[src/rtl/sqrt_seq_ctrl_if.sv]
// rtl/sqrt_seq_ctrl_if.sv - operand/result handshake bundle for sqrt_seq_ctrl
interface sqrt_seq_ctrl_if #(
    parameter int NBITSIN = 32
);
    logic                   in_valid;
    logic                   in_ready;
    logic [NBITSIN-1:0]     in_x;
    logic                   out_valid;
    logic                   out_ready;
    logic [NBITSIN/2-1:0]   out_root;

    // master: upstream producer plus downstream consumer; slave: the controller
    modport master (
        output in_valid,
        output in_x,
        output out_ready,
        input  in_ready,
        input  out_valid,
        input  out_root
    );

    modport slave (
        input  in_valid,
        input  in_x,
        input  out_ready,
        output in_ready,
        output out_valid,
        output out_root
    );
endinterface

[src/rtl/sqrt_seq_ctrl.sv]
// rtl/sqrt_seq_ctrl.sv - sequencer that feeds one operand at a time to a multi-cycle sqrt core
module sqrt_seq_ctrl #(
    parameter int NBITSIN = 32,
    parameter int LATENCY = NBITSIN / 2
) (
    input  logic                   clock,
    input  logic                   reset,
    sqrt_seq_ctrl_if.slave         bus,
    output logic                   core_start,
    output logic                   core_stop,
    output logic [NBITSIN-1:0]     core_xin,
    input  logic [NBITSIN/2-1:0]   core_sqrt,
    output logic [15:0]            op_count
);

    localparam int CW = $clog2(LATENCY + 1);

    typedef enum logic [2:0] {
        IDLE  = 3'd0,
        START = 3'd1,
        RUN   = 3'd2,
        STOP  = 3'd3,
        CAPT  = 3'd4,
        HOLD  = 3'd5
    } state_t;

    state_t                 state;
    logic [CW-1:0]          cnt;
    logic                   in_ready_q;
    logic                   out_valid_q;
    logic [NBITSIN/2-1:0]   out_root_q;

    assign bus.in_ready  = in_ready_q;
    assign bus.out_valid = out_valid_q;
    assign bus.out_root  = out_root_q;

    // Pulses are set on the edge entering START/STOP, so each lasts exactly one state.
    always_ff @(posedge clock or negedge reset) begin
        if (!reset) begin
            state       <= IDLE;
            cnt         <= '0;
            in_ready_q  <= 1'b1;
            out_valid_q <= 1'b0;
            out_root_q  <= '0;
            core_start  <= 1'b0;
            core_stop   <= 1'b0;
            core_xin    <= '0;
            op_count    <= '0;
        end else begin
            core_start <= 1'b0;
            core_stop  <= 1'b0;
            case (state)
                IDLE: begin
                    if (bus.in_valid) begin
                        core_xin   <= bus.in_x;
                        in_ready_q <= 1'b0;
                        core_start <= 1'b1;
                        state      <= START;
                    end
                end
                START: begin
                    cnt   <= CW'(LATENCY);
                    state <= RUN;
                end
                RUN: begin
                    if (cnt == CW'(1)) begin
                        cnt       <= '0;
                        core_stop <= 1'b1;
                        state     <= STOP;
                    end else begin
                        cnt <= cnt - CW'(1);
                    end
                end
                STOP: begin
                    state <= CAPT;
                end
                CAPT: begin
                    out_root_q  <= core_sqrt;
                    out_valid_q <= 1'b1;
                    state       <= HOLD;
                end
                HOLD: begin
                    // HOLD never accepts, so the falling edge of out_valid cannot overlap a new operand.
                    if (bus.out_ready) begin
                        out_valid_q <= 1'b0;
                        op_count    <= op_count + 16'd1;
                        in_ready_q  <= 1'b1;
                        state       <= IDLE;
                    end
                end
                default: begin
                    state       <= IDLE;
                    cnt         <= '0;
                    in_ready_q  <= 1'b1;
                    out_valid_q <= 1'b0;
                end
            endcase
        end
    end

endmodule

[src/flat_wrapper.sv]
// flat-port wrapper written by rule: the top's interface ports become plain ports
module sqrt_seq_ctrl_flat 
#(
    parameter int NBITSIN = 32,
    parameter int LATENCY = NBITSIN / 2
)
  (clock, reset, core_start, core_stop, core_xin, core_sqrt, op_count, bus_in_valid, bus_in_x, bus_out_ready, bus_in_ready, bus_out_valid, bus_out_root);
  sqrt_seq_ctrl_if #(.NBITSIN(NBITSIN)) bus_i ();
  input  logic clock;
  input  logic reset;
  output logic core_start;
  output logic core_stop;
  output logic [NBITSIN-1:0] core_xin;
  input  logic [NBITSIN/2-1:0] core_sqrt;
  output logic [15:0] op_count;
  input wire logic [$bits(bus_i.in_valid)-1:0] bus_in_valid;
  input wire logic [$bits(bus_i.in_x)-1:0] bus_in_x;
  input wire logic [$bits(bus_i.out_ready)-1:0] bus_out_ready;
  output wire logic [$bits(bus_i.in_ready)-1:0] bus_in_ready;
  output wire logic [$bits(bus_i.out_valid)-1:0] bus_out_valid;
  output wire logic [$bits(bus_i.out_root)-1:0] bus_out_root;
  assign bus_i.in_valid = bus_in_valid;
  assign bus_i.in_x = bus_in_x;
  assign bus_i.out_ready = bus_out_ready;
  assign bus_in_ready = bus_i.in_ready;
  assign bus_out_valid = bus_i.out_valid;
  assign bus_out_root = bus_i.out_root;
  sqrt_seq_ctrl #(.NBITSIN(NBITSIN), .LATENCY(LATENCY)) u_core (.clock(clock), .reset(reset), .bus(bus_i), .core_start(core_start), .core_stop(core_stop), .core_xin(core_xin), .core_sqrt(core_sqrt), .op_count(op_count));
endmodule
[config.mk]
export PLATFORM = sky130hd
export DESIGN_NAME = sqrt_seq_ctrl_flat
export DESIGN_NICKNAME = d
export VERILOG_FILES = /design/src/rtl/sqrt_seq_ctrl_if.sv /design/src/rtl/sqrt_seq_ctrl.sv /design/src/flat_wrapper.sv
export SDC_FILE = /design/constraint.sdc
export NUM_CORES = 1
export LEC_CHECK = 0
export CORE_MARGIN = 2
export CORE_UTILIZATION = 45
export CTS_CLUSTER_SIZE = 12
export DETAILED_ROUTE_END_ITERATION = 8
export MAX_ROUTING_LAYER = met4
export PLACE_DENSITY = 0.81
export SLEW_MARGIN = 10
export SYNTH_ARGS = -nofsm -noshare
export SYNTH_HDL_FRONTEND = slang
export SYNTH_SLANG_ARGS = --single-unit
[constraint.sdc]
create_clock -name clock -period 1.8 [get_ports clock]
set_input_delay 0.27 -clock clock [delete_from_list [all_inputs] [get_ports clock]]
set_output_delay 0.27 -clock clock [all_outputs]
set_load 0.05 [all_outputs]
Yosys cells after proc, flatten, opt, wreduce, memory -nomap -nowiden
Index checks and enable logic that the tools add are counted.

Memories kept: 0. Register bits: 76. Bits of input ports: 52. Bits in latches: 0. Memory bits (read-only): 0. Output and inout port bits: 68. RAM bits: 0.

Equality and inequality tests: 9. Bitwise logic cells: 2. Order comparisons: 0. Reductions and logical operators: 9. Multipliers: 0. Shift operators: 0. Muxes and demuxes: 15. Add/subtract/negate cells: 2. Div/mod/pow operators: 0.

Operators with widths (number): 3-bit case mux with 6 select lines (1); 16-bit by 1-bit adder with 16-bit output, second input constant (1); 5-bit case mux with 3 select lines (1); 4-bit OR reduction (3); 3-bit two-way mux (3); 1-bit two-way mux (7); 3-bit by 2-bit == test with 1-bit output, second input constant (2); 3-bit == test, second input constant (2); 1-bit case mux with 3 select lines (2); 2-bit AND reduction (3); 3-bit AND reduction (2); 5-bit by 1-bit == test with 1-bit output, second input constant (1); 5-bit two-way mux (1); 5-bit by 1-bit subtractor with 5-bit output, second input constant (1); 2-bit inequality test, second input constant (2); 3-bit by 1-bit == test with 1-bit output, second input constant (1); 3-bit zero test (1); 2-bit by 1-bit inequality test with 1-bit output, second input constant (1); 1-bit NOT (2).

Longest topological paths before layout
Gate-level depths: netlist of the first run.

Word-level depth: 4. Gate-level depth with buffers: 6. Depth with buffers taken out: 6.

Worst setup path before layout of the first run
OpenSTA, ideal clock, no wires.

Path kind: register to register. Start point: register u_core.state[2]. End point: register u_core.core_xin[0]. Clock period less this slack: 1.605 ns. Arrival time: 1.480 ns. Buffers on the path: 2. Required time: 1.675 ns. Cell stages (with the launch flop): 5. Slack: 0.195 ns. Cells stage by stage: dfrtp_1 > buf_6 > nor4b_4 > buf_6 > mux2_4.

Cells in the longest elaborated chain, start to end: 2.

RTL lines: from (decl) (line sqrt_seq_ctrl.sv:27) `state_t state;`; from (signal assigned) (line sqrt_seq_ctrl.sv:40) `state <= IDLE;`; from (signal assigned) (line sqrt_seq_ctrl.sv:58) `state <= START;`; from (signal assigned) (line sqrt_seq_ctrl.sv:63) `state <= RUN;`; 3-bit zero test (line sqrt_seq_ctrl.sv:52) `case (state)`; 2-bit AND reduction (no source line); to (signal assigned) (line sqrt_seq_ctrl.sv:55) `core_xin <= bus.in_x;`; to (decl) (line sqrt_seq_ctrl.sv:11) `output logic [NBITSIN-1:0] core_xin,`.

No other way between the ends. A chain may end at the register's enable or synchronous reset.

Worst setup path after layout of the first run
Start point: register u_core.core_xin[11]. End point: output core_xin[11].

RTL lines: to (decl) (line flat_wrapper.sv:13) `output logic [NBITSIN-1:0] core_xin;`.

No word-level cell between the ends.

==> impl_metrics.tcl, run 1 <==
set metrics [dict create \
    status "finished clean" \
    synthDistinctLibCells 41 \
    die_x_um 89.8 \
    syn_nets 285 \
    rsz0062_at_grt "no" \
    swShare_pct 45.4 \
    crit_path_top_delay_cell "clkdlybuf4s50_1" \
    setup.worst_path.start_class "register" \
    ant_nets 0 \
    grt.overflow.total 0 \
    synth-xor-area-share_pct 4.23 \
    synth_top_area_cell "dfrtp_1" \
    hold_violations 0 \
    ys_warn_count 0 \
    setup_viol 0 \
    combinationalPowerShare_pct 57.9 \
    yosys_register_bits 76 \
    nets 419 \
    drive_gt1_share_pct 27.6 \
    slew_violations 0 \
    routed_wirelength_um 7000 \
    crit_family "buffers and inverters" \
    path_max_fanout 2 \
    cts_sinks 76 \
    syn2layout_area_growth_pct 47.2 \
    synth_compound_area_share_pct 4.15 \
    synth_area_mm2 0.00331 \
    htreeDepth 3 \
    via_per_inst 4.91 \
    fin_skew_ps 11.6 \
    path_class "reg -> out" \
    synth_top_family_by_area "multiplexers" \
    cts_tree "built" \
    wire_per_inst_um 15.0 \
    seq_area_frac_synth_pct 57.4 \
    cp.arrival_ps 1510 \
    syn_avg_cell_area_um2 14.4 \
    synth_fa_ha_area_share_pct 1.13 \
    io_pins 120 \
    timing.final.crit_share_pct 98.7 \
    synthTopCellsByCount "dfrtp_1, mux2_4, mux2_2, nand2_1" \
    cts_setup_buffers 0 \
    grt_max_degree 39 \
    seqPwrFrac_pct 30.1 \
    maxCapViolCount 0 \
    intPower_mw 5.22 \
    p_leak_nw 2.43 \
    p_per_area_mw_per_mm2 1960 \
    syn_inst 230 \
    holdCritPathClass "in -> async" \
    crit_buf_inv 1 \
    die_h_um 89.8 \
    rows 31 \
    ir_worst_vdd_mv 1.57 \
    synthMuxAreaShare_pct 20.2 \
    insertedDiodeCount 0 \
    fill_cells 507 \
    coreArea_mm2 0.00718 \
    synth.top_cell.area_share_pct 56.6 \
    first_pass_iters 4 \
    clk_pin_slew_worst_paths_ps 80 \
    pwr-share-clk_pct 12.0 \
    start_util_pct 46.2 \
    min_period_ps 1780 \
    slew_headroom_pct 64.3 \
    hpwl_um 5220 \
    cp.depth 1 \
    tns_ps 0 \
    grt_pass1_wl_um 12000 \
    root_buffer "clkbuf_8" \
    async_flop_share_pct 100 \
    required_ps 1530 \
    fin_cells 468 \
    synth.most_common_cell "dfrtp_1" \
    max_stage_delay_ps 810 \
    clk_latency_ps 340 \
    synthSimpleGateAreaFrac_pct 9.63 \
    port_buffers 119 \
    r2r_setup_slack_ps 200 \
    gp_congestion 0.784 \
    placedCellCount 451 \
    crit_path_cell_trace "clkdlybuf4s50_1" \
    tightest_slew_ps 534 \
    grtUsageTotal_pct 19.0 \
    switchingPower_mw 4.35 \
    cts_buffer_depth 2 \
    r2r_start "u_core.state[2]" \
    numCtsBuffers 9 \
    drt_iter0_markers 60 \
    antenna_found_initial 0 \
    drc_errors 0 \
    synth_edf_count 0 \
    vias 2297 \
    die_area_mm2 0.00806 \
    worstRegToRegCells 3 \
    r2r-end "u_core.core_xin[26]" \
    fmax_mhz 563 \
    worst_setup_path_end_kind "output port" \
    synth_area_leaders "dfrtp_1, mux2_4, mux2_2, xnor2_1, xor2_1" \
    ys.flop_type "dfrtp_1" \
    grt_pass1_vias 2343 \
]
[sequential cells by signal (all words and copies together) (netlist names), 3 cells and up]
signal	cells
u_core.core_xin	32
u_core.bus.out_root	16
u_core.op_count	16
u_core.cnt	5
u_core.state	3
[repair_timing]
item,4_1_cts,5_1_grt
hold buffers,1,0
resized for setup,8,27
endpoints found under the setup margin,8,27
endpoints found under the hold margin,14,0
pin swaps,0,0
cloned,0,0
[through the flow]
step	area [µm²]	setup slack [ps]	hold WS, ps	power, mW	utilization, %
2_1_floorplan	3310	195	-25.6	6.80	-
3_3_place_gp	4630	36.4	165	8.44	64.6
3_5_place_dp	4630	15.2	162	8.56	64.6
4_1_cts	4810	3.66	338	9.70	67.0
5_1_grt	4880	0.281	350	10.0	68.0
6_report	4880	23.5	342	9.56	68.0
[power by group through the flow]
stage	Sequential [mW]	Combinational, mW	Clock (mW)
final	2.88	5.53	1.15
after floorplan	4.99	1.81	0
after detailed placement	2.93	5.63	0
after CTS	2.90	5.62	1.18
after global placement	2.89	5.55	0
after global routing	2.99	5.78	1.25
[cell families after synthesis]
kind of cell / after synthesis
multiplexers: 50
buffers and inverters: 16
XOR/XNOR: 16
flip-flops: 76
adder cells (fa/ha/maj): 3
AO/OA/AOI/OAI: 20
AND/OR/NAND/NOR: 49
[routing by layer]
layer	GRT usage, %	vias to the layer above	share of wire (%)
met5	-	-	0
met4	4.23	0	1.0
met3	4.78	4	5.1
met2	29.4	76	46
met1	25.7	1140	47
li1	-	1077	-
[area by class of cell]
class                      count  area, µm²  area share [%]
sequential                    76       1900            39.0
multi-input combinational    138       1310            26.8
clock inverter                 6       40.0           0.821
inverter                       7       26.3           0.539
timing repair buffer         132       1340            27.5
clock buffer                  10        138            2.82
tap                           99        124            2.54
[cell usage in the layout (no fill, tap or decap), types with 3 or more instances in the layout]
cell type / instances
nand3_1: 6
nand2b_1: 3
clkdlybuf4s50_1: 66
buf_12: 3
dlymetal6s2s_1: 27
xnor2_1: 9
dlygate4sd2_1: 8
mux2_2: 20
xor2_1: 7
clkinv_2: 3
a22o_1: 4
inv_1: 6
ha_1: 3
clkbuf_8: 10
buf_4: 27
mux2_4: 29
dfrtp_1: 75
a21oi_1: 4
nand2_1: 10
nand4_1: 4
o21ai_0: 3
nor2_1: 9
[worst max path at each step]
stage,to,start
floorplan,u_core.core_xin[0],u_core.state[2]
CTS,core_xin[0],u_core.core_xin[0]
global route,core_xin[16],u_core.core_xin[16]
finish,core_xin[11],u_core.core_xin[11]
global placement,u_core.core_xin[26],bus_in_valid
detailed placement,u_core.core_xin[28],bus_in_valid
Note: power is estimated with default switching activity, not from simulation.
==> run 2: changes to the inputs <==
Settings changed: PLACE_DENSITY 0.81 to default, PLACE_DENSITY_LB_ADDON from default to 0.1.
==> run 2 against run 1 <==
Worst hold slack better by 23 ps; die area is the same; critical path depth is the same; via count decreased by 1.0%; cell count unchanged; global-route usage is 0.34 points lower; sequential cell count stayed put; register-to-register slack barely moved; combinational power about the same; clock skew is 3.7 ps lower; core utilization is 0.12 points lower.
==> impl_metrics.tcl, run 2 (synthesis results as in run 1) <==
set metrics [dict create \
    cp.arrival_ps 1500 \
    antenna_found_initial 0 \
    largest_register "u_core.core_xin" \
    die_h_um 89.8 \
    fmax_mhz 566 \
    p_per_area_mw_per_mm2 1990 \
    p_leak_nw 2.36 \
    die_x_um 89.8 \
    final_cell_mix "dfrtp_1, clkdlybuf4s50_1, buf_4" \
    die_area_mm2 0.00806 \
    ir_worst_vdd_mv 1.02 \
    root_buffer "clkbuf_8" \
    drive_gt1_share_pct 29.0 \
    holdCritPathClass "in -> async" \
    via_per_inst 4.86 \
    tns_ps 0 \
    cts_setup_buffers 0 \
    path_class "reg -> out" \
    crit_buf_inv 1 \
    ant_nets 0 \
    grt_pass1_vias 2246 \
    setup.worst_path.start_class "register" \
    cts_sinks 76 \
    timing.final.crit_share_pct 98.2 \
    rows 31 \
    syn2layout_area_growth_pct 46.9 \
    clk_latency_ps 340 \
    setup_viol 0 \
    drc_errors 0 \
    globalRouteMet1Util_pct 26.8 \
    setup_slack_ps 33.1 \
    numCtsBuffers 9 \
    slew_violations 0 \
    maxCapViolCount 0 \
    grtUsageTotal_pct 18.6 \
    hold_violations 0 \
    largest_register_ff_count 32 \
    min_period_ps 1770 \
    grt_max_degree 35 \
    crit_family "buffers and inverters" \
    cts_tree "built" \
    post-place-ws_ps 5.23 \
    io_pins 120 \
    slew_headroom_pct 63.7 \
    status "finished clean" \
    max_stage_delay_ps 810 \
    crit_path_cell_trace "clkdlybuf4s50_1" \
    coreArea_mm2 0.00718 \
    fill_cells 536 \
    htreeDepth 3 \
    drt_iter0_markers 102 \
    grt_use_met2_pct 26.3 \
    grt_pass1_wl_um 11800 \
    wire_per_inst_um 15.2 \
    path_max_fanout 2 \
    required_ps 1530 \
    clk_pin_slew_worst_paths_ps 80 \
    port_buffers 119 \
    top_usage_layer "met1" \
    layout_commonest_cell "dfrtp_1" \
    gp_congestion 0.744 \
    worst_setup_path_end_kind "output port" \
    hpwl_um 5020 \
    vias 2273 \
    fin_skew_ps 7.88 \
    insertedDiodeCount 0 \
    start_util_pct 46.2 \
    cts_buffer_depth 2 \
    tightest_slew_ps 543 \
    rsz0062_at_grt "no" \
    routed_wirelength_um 7100 \
    grt.overflow.total 0 \
    crit_path_top_delay_cell "clkdlybuf4s50_1" \
    first_pass_iters 4 \
    met3_usage_pct 3.60 \
    nets 419 \
]
run 2: cell count changes in the layout (fill, tap and decap cells not counted), sizes merged:
| cell | previous run | this run |
|---|---|---|
| clkinv | 5 | 3 |
| dlymetal6s2s | 27 | 21 |
| dlygate4sd2 | 8 | 4 |
| bufinv | 0 | 1 |
| clkbuf | 10 | 11 |
| buf | 30 | 36 |
| clkdlybuf4s50 | 66 | 70 |
run 2: routing by layer:
metal / vias up / wire length [µm]
met5: - / 0
met4: 0 / 117
met3: 10 / 334
met2: 80 / 3300
met1: 1103 / 3350
li1: 1080 / -
run 2: worst paths after layout:
kind,start,to,slack [ps],cells after the start
worst max-delay path,u_core.core_xin[15],core_xin[15],30,1
worst min register to register,u_core.op_count[15],u_core.op_count[15],470,1
worst max register to register,u_core.state[2],u_core.core_xin[28],190,3
worst min-delay path,reset,u_core.core_xin[12],370,2
max in group asynchronous,reset,u_core.cnt[1],840,3
min in group clock,u_core.op_count[15],u_core.op_count[15],470,1
run 2: through the flow:
step	util (%)	area (µm²)	hold WS, ps	instances	total power [mW]
2_1_floorplan	-	3310	-25.6	230	6.80
3_3_place_gp	64.3	4620	183	451	8.44
3_5_place_dp	64.3	4620	187	451	8.52
4_1_cts	67.1	4820	364	468	9.81
5_1_grt	67.8	4870	396	468	10.2
6_report	67.8	4870	365	468	9.71
run 2: repair_timing:
action,CTS,global route
resized for setup,4,21
hold buffers,1,0
cloned,0,0
setup endpoints to repair,4,21
hold endpoints to repair,21,0
run 2: cell type report:
type                            count  area [µm²]  area share, %
Clock buffer                       11         141           2.90
Clock inverter                      5        52.6           1.08
Inverter                            7        26.3          0.540
Multi-Input combinational cell    138        1310           26.8
Sequential cell                    76        1900           39.1
Tap cell                           99         124           2.54
Timing Repair Buffer              132        1320           27.0
run 2: power breakdown:
part           switching, mW  total, mW  internal, mW
combinational           3.26       5.53          2.27
sequential             0.468       2.88          2.42
clock                  0.621       1.29         0.673
